$ cat src/rtl/mem_arbiter.sv
// Two-requester (fetch / load-store) arbiter serialising word/half/byte accesses onto a byte-wide synchronous RAM.
// Optional `MEM_ARBITER_RR_EN selects round-robin arbitration; otherwise load/store has fixed priority over fetch.
module mem_arbiter #(
  parameter int ADDR_WIDTH = 32
) (
  input  logic                  clk_in,
  input  logic                  rstn_in,
  input  logic                  if_req,
  input  logic [ADDR_WIDTH-1:0] if_addr,
  output logic                  if_done,
  output logic [31:0]           if_data,
  input  logic                  ls_req,
  input  logic                  ls_we,
  input  logic [1:0]            ls_size,
  input  logic [ADDR_WIDTH-1:0] ls_addr,
  input  logic [31:0]           ls_wdata,
  output logic                  ls_done,
  output logic [31:0]           ls_rdata,
  output logic [ADDR_WIDTH-1:0] mem_a,
  output logic                  mem_wr,
  output logic [7:0]            mem_dout,
  input  logic [7:0]            mem_din
);

  typedef enum logic [1:0] {S_IDLE, S_READ, S_WRITE, S_DONE} state_t;

  state_t                state_q, state_d;
  logic [2:0]            cnt_q, cnt_d;
  logic [2:0]            n_q, n_d;
  logic                  owner_ls_q, owner_ls_d;
  logic [ADDR_WIDTH-1:0] addr_q, addr_d;
  logic [31:0]           wdata_q, wdata_d;
  logic [31:0]           result_q, result_d;
  logic                  grant_ls;
  logic                  accept;
  logic [2:0]            offset;
  logic [2:0]            ls_nbytes;

  assign accept = (state_q == S_IDLE) && (if_req || ls_req);

  always_comb begin
    unique case (ls_size)
      2'b00:   ls_nbytes = 3'd1;
      2'b01:   ls_nbytes = 3'd2;
      default: ls_nbytes = 3'd4;
    endcase
  end

`ifdef MEM_ARBITER_RR_EN
  // last_q: 0 = fetch was granted most recently, 1 = load/store was.
  logic last_q, last_d;

  assign grant_ls = ls_req && (!if_req || !last_q);
  assign last_d   = accept ? grant_ls : last_q;

  always_ff @(posedge clk_in or negedge rstn_in) begin
    if (!rstn_in) last_q <= 1'b0;
    else          last_q <= last_d;
  end
`else
  assign grant_ls = ls_req;
`endif

  always_comb begin
    state_d    = state_q;
    cnt_d      = cnt_q;
    n_d        = n_q;
    owner_ls_d = owner_ls_q;
    addr_d     = addr_q;
    wdata_d    = wdata_q;
    result_d   = result_q;
    unique case (state_q)
      S_IDLE: begin
        if (accept) begin
          owner_ls_d = grant_ls;
          result_d   = 32'h0;
          cnt_d      = 3'd0;
          if (grant_ls) begin
            addr_d  = ls_addr;
            n_d     = ls_nbytes;
            wdata_d = ls_wdata;
            state_d = ls_we ? S_WRITE : S_READ;
          end else begin
            addr_d  = if_addr;
            n_d     = 3'd4;
            wdata_d = 32'h0;
            state_d = S_READ;
          end
        end
      end
      S_READ: begin
        // RAM data lags its address by one cycle, so byte cnt-1 arrives now.
        for (int b = 0; b < 4; b++) begin
          if (cnt_q == 3'(b + 1)) result_d[8*b +: 8] = mem_din;
        end
        if (cnt_q == n_q) state_d = S_DONE;
        else              cnt_d   = cnt_q + 3'd1;
      end
      S_WRITE: begin
        if (cnt_q == n_q - 3'd1) state_d = S_DONE;
        else                     cnt_d   = cnt_q + 3'd1;
      end
      S_DONE: begin
        state_d = S_IDLE;
        cnt_d   = 3'd0;
      end
      default: state_d = S_IDLE;
    endcase
  end

  always_ff @(posedge clk_in or negedge rstn_in) begin
    if (!rstn_in) begin
      state_q    <= S_IDLE;
      cnt_q      <= 3'd0;
      n_q        <= 3'd0;
      owner_ls_q <= 1'b0;
      addr_q     <= '0;
      wdata_q    <= 32'h0;
      result_q   <= 32'h0;
    end else begin
      state_q    <= state_d;
      cnt_q      <= cnt_d;
      n_q        <= n_d;
      owner_ls_q <= owner_ls_d;
      addr_q     <= addr_d;
      wdata_q    <= wdata_d;
      result_q   <= result_d;
    end
  end

  // The final read cycle keeps the last address on the bus while its data is captured.
  assign offset = ((state_q == S_READ) && (cnt_q == n_q)) ? (cnt_q - 3'd1) : cnt_q;
  assign mem_a  = addr_q + ADDR_WIDTH'(offset);
  assign mem_wr = (state_q == S_WRITE);

  always_comb begin
    mem_dout = 8'h0;
    if (state_q == S_WRITE) mem_dout = wdata_q[{cnt_q[1:0], 3'b000} +: 8];
  end

  assign if_done  = (state_q == S_DONE) && !owner_ls_q;
  assign ls_done  = (state_q == S_DONE) &&  owner_ls_q;
  assign if_data  = result_q;
  assign ls_rdata = result_q;

endmodule
$ cat config.mk
export PLATFORM = sky130hd
export DESIGN_NAME = mem_arbiter
export DESIGN_NICKNAME = d
export VERILOG_FILES = /design/src/rtl/mem_arbiter.sv
export SDC_FILE = /design/constraint.sdc
export NUM_CORES = 1
export LEC_CHECK = 0
export CAP_MARGIN = 20
export CORE_MARGIN = 2
export CORE_UTILIZATION = 49
export CTS_CLUSTER_DIAMETER = 150
export DETAILED_ROUTE_END_ITERATION = 7
export GPL_TIMING_DRIVEN = 0
export HOLD_SLACK_MARGIN = 0.15
export PLACE_DENSITY_LB_ADDON = 0.12
export SLEW_MARGIN = 30
export SYNTH_ARGS = -nofsm -noshare
export SYNTH_HDL_FRONTEND = slang
export SYNTH_SLANG_ARGS = --single-unit
$ cat constraint.sdc
create_clock -name clk_in -period 10.2 [get_ports clk_in]
set_input_delay 2.04 -clock clk_in [delete_from_list [all_inputs] [get_ports clk_in]]
set_output_delay 2.04 -clock clk_in [all_outputs]
set_load 0.02 [all_outputs]
==> flow_summary.yaml <==
yosys:
  syn_area_mm2: 0.00588
  synth_compound_area_share_pct: 6.96
  synth-simple-area-share_pct: 19.3
  synthAdderAreaFrac_pct: 3.53
  ys_warn_count: 0
  synth_cell_type_count: 45
  synthTopCellsByArea: "dfrtp_1 45%, nand2_1 8.8%, mux2i_1 6.1%"
  synth_edf_count: 0
  synth_top_family_by_area: "simple AND/OR/NAND/NOR gates"
  syn_area_per_cell_um2: 9.69
  yosys.area.top_type: "dfrtp_1"
  ys.flop_type: "dfrtp_1"
  synthArstFlopShare_pct: 100
  ys_ff_latch: 105
  synth_xor_area_share_pct: 5.77
  synth_cells: 607
  synth_nets: 734
  yosysSeqAreaShare_pct: 44.7
  synthMuxAreaShare_pct: 12.5
  synth_top_area_share_pct: 44.7
layout:
  syn2layout_area_growth_pct: 45.7
  drive_gt1_share_pct: 9.88
  fin_nets: 962
  utilization_pct: 72.2
  antenna_cells: 0
drt:
  ant_nets: 0
  via_count: 5108
  drt_iter0_drc: 304
  drt-wirelength-per-cell_um: 15.4
  viasPerCell: 5.18
  firstDrtPassIters: 4
  drc: 0
  routed_wl_um: 15200
power_and_ir_drop:
  power_density_mw_per_mm2: 298
  vdd_ir_drop_max_mv: 0.155
  p_leak_nw: 3.87
run:
  max_cap_viol_count: 0
critical_path:
  arrival_ns: 4.68
  crit_required_ns: 8.16
  worstSetupPathDepth: 11
  cp-endpoint: "mem_a[28]"
  timing.rr.start: "cnt_q[1]$_DFFE_PN0P_"
  criticalPathCategory: "reg -> out"
  cp_slowest_stage_delay_ns: 0.69
  worst-r2r-cell-count: 6
  reg2reg_to: "if_data[1]$_DFFE_PN0P_"
  crit_chain: "buf_1 > inv_1 > ha_1 > o21a_1 > fa_1 > nand2b_1 > a2111oi_2 > buf_4 > nand4_1 > xnor2_1 > clkdlybuf4s50_1"
  path_delay_family: "buffers and inverters"
  cp_slowest_cell: "clkdlybuf4s50_1"
  endpoint_kind: "output port"
  cp-start-kind: "flop"
  crit_fanout: 10
  crit_buf_inv: 4
  reg2reg_setup_slack_ns: 7.96
  startpoint: "cnt_q[1]$_DFFE_PN0P_"
hold_path:
  hold_path_class: "reg -> reg"
timing:
  rsz0062_at_grt: "no"
  clock_skew_ns: 0.00716
  hold_viol: 0
  worstMarginPinSlew_ns: 0.646
  max_freq_mhz: 149
  fin_crit_ns: 6.72
  setup_viol: 0
  drv_slew: 0
  fin_crit_sh_pct: 65.9
  slew_headroom_pct: 56.9
  tns_ns: 0
clock_network:
  root_buffer: "clkbuf_16"
  ctsResizeCount: 0
  cts_tree: "yes"
  postCtsHoldBufs: 0
  clock_sinks: 105
  cts_max_level: 3
  clk_latency_ns: 0.34
  numCtsBuffers: 9
  clockBufferDepth: 2
  cts.clk_slew.worst_paths_ns: 0.07
  postCtsSetupBuffers: 0
floorplanning:
  coreArea_mm2: 0.0119
  die_x_um: 114
  rows: 40
  io_pins: 218
  die_y_um: 114
  dieArea_mm2: 0.0129
  start_util_pct: 49.6
place:
  place_congestion: 0.874
  place_hpwl_um: 11800
  io_buffers: 216
global_route:
  gr-usage-all-layers_pct: 24.3
  antenna_found_initial: 0
  grt_pass1_wl_um: 24900
  gr-total-overflow: 0
  grt_pass1_vias: 5105
  grt_max_degree: 73
outcome:
  outcome: "finished clean"
## report_power, final
part	switching, mW	total (mW)	internal, mW
clock network	0.158	0.358	0.200
registers	0.155	0.756	0.601
logic	0.751	1.44	0.687
total	1.06	2.55	1.49
## synthesized netlist by cell type (5+ instances only)
library cell and n:
ha_1 15, xnor2_1 31, and3_1 5, inv_1 15, buf_4 33, clkbuf_1 20, dfrtp_1 105, nand4_1 11
nor2_1 5, mux2_1 16, nand2_1 138, o21ai_1 54, mux4_2 8, buf_2 9, and2_1 19, nand3_1 47
mux2i_1 36
## layer usage
| metal | up-vias | GRT usage [%] | routed length [um] |
|---|---|---|---|
| met1 | 2437 | 31.4 | 6220 |
| met5 | - | 0 | 0 |
| met3 | 14 | 3.35 | 913 |
| li1 | 2480 | - | - |
| met4 | 0 | 7.72 | 201 |
| met2 | 177 | 42.5 | 7810 |
## flip-flops by register name, indices dropped and copies added (netlist names)
name / cells
addr_q: 32
cnt_q: 3
if_data: 32
n_q: 3
owner_ls_q: 1
state_q: 2
wdata_q: 32
## worst min path at each step
stage / startpoint / endpoint / slack, ns / cells after the start
after floorplan: wdata_q[16]$_DFFE_PN0P_ / wdata_q[16]$_DFFE_PN0P_ / 0.43 / 2
after global placement: wdata_q[18]$_DFFE_PN0P_ / wdata_q[18]$_DFFE_PN0P_ / 0.44 / 2
after detailed placement: wdata_q[22]$_DFFE_PN0P_ / wdata_q[22]$_DFFE_PN0P_ / 0.46 / 2
after CTS: wdata_q[22]$_DFFE_PN0P_ / wdata_q[22]$_DFFE_PN0P_ / 0.47 / 2
after global routing: wdata_q[8]$_DFFE_PN0P_ / wdata_q[8]$_DFFE_PN0P_ / 0.49 / 2
final: wdata_q[22]$_DFFE_PN0P_ / wdata_q[22]$_DFFE_PN0P_ / 0.47 / 2
## metrics by stage
stage	std cells	instance area (um2)	worst slack, ns	hold slack (ns)	power, mW
floorplan	607	5880	5.04	0.433	1.63
CTS	987	8570	3.51	0.471	2.57
global placement	970	8230	3.22	0.444	2.15
finish	987	8570	3.48	0.471	2.55
detailed placement	971	8260	3.93	0.455	2.21
global route	987	8570	3.32	0.490	2.73
## cells by family (layout without fill, tap and decap cells)
logic type | count (synthesis) | count (layout)
adder cells (fa/ha/maj) | 16 | 16
multiplexers | 61 | 61
flip-flops | 105 | 105
buffers and inverters | 78 | 311
AO/OA/AOI/OAI | 70 | 70
AND/OR/NAND/NOR | 241 | 241
XOR/XNOR | 36 | 36
## worst reg2reg max path: stages, from the launching register on
cell	delay, ns
dfrtp_1	0.45
buf_1	0.53
inv_1	0.20
ha_1	0.23
a21oi_1	0.25
nor2_4	0.12
mux2_1	0.33
## cell usage in the layout (no fill, tap or decap), types with 2 or more instances in the layout
cell	n
nand2_1	138
mux2i_1	36
clkinv_4	2
inv_6	2
a211oi_1	2
mux2_1	16
dfrtp_1	105
o21ai_1	54
buf_2	9
clkbuf_16	9
ha_1	15
and3_1	5
inv_1	15
buf_4	33
mux4_2	8
nor2b_1	3
nand4_1	11
xor2_1	3
clkdlybuf4s50_1	215
o21ai_0	2
nand2b_1	2
and2_1	19
and4_1	2
clkbuf_1	20
nand3_1	47
o21a_1	2
nor2_1	5
a21oi_1	3
xnor2_1	31
nor2_4	2
## cell type report
cell class	instances	area [um2]
fill	898	3290
multi-input combinational	424	2830
buffer	63	372
inverter	15	56.3
sequential	105	2630
timing repair buffer	217	2190
clock inverter	6	72.6
clock buffer	10	239
tap	147	184
Note: power is estimated with default switching activity, not from simulation.
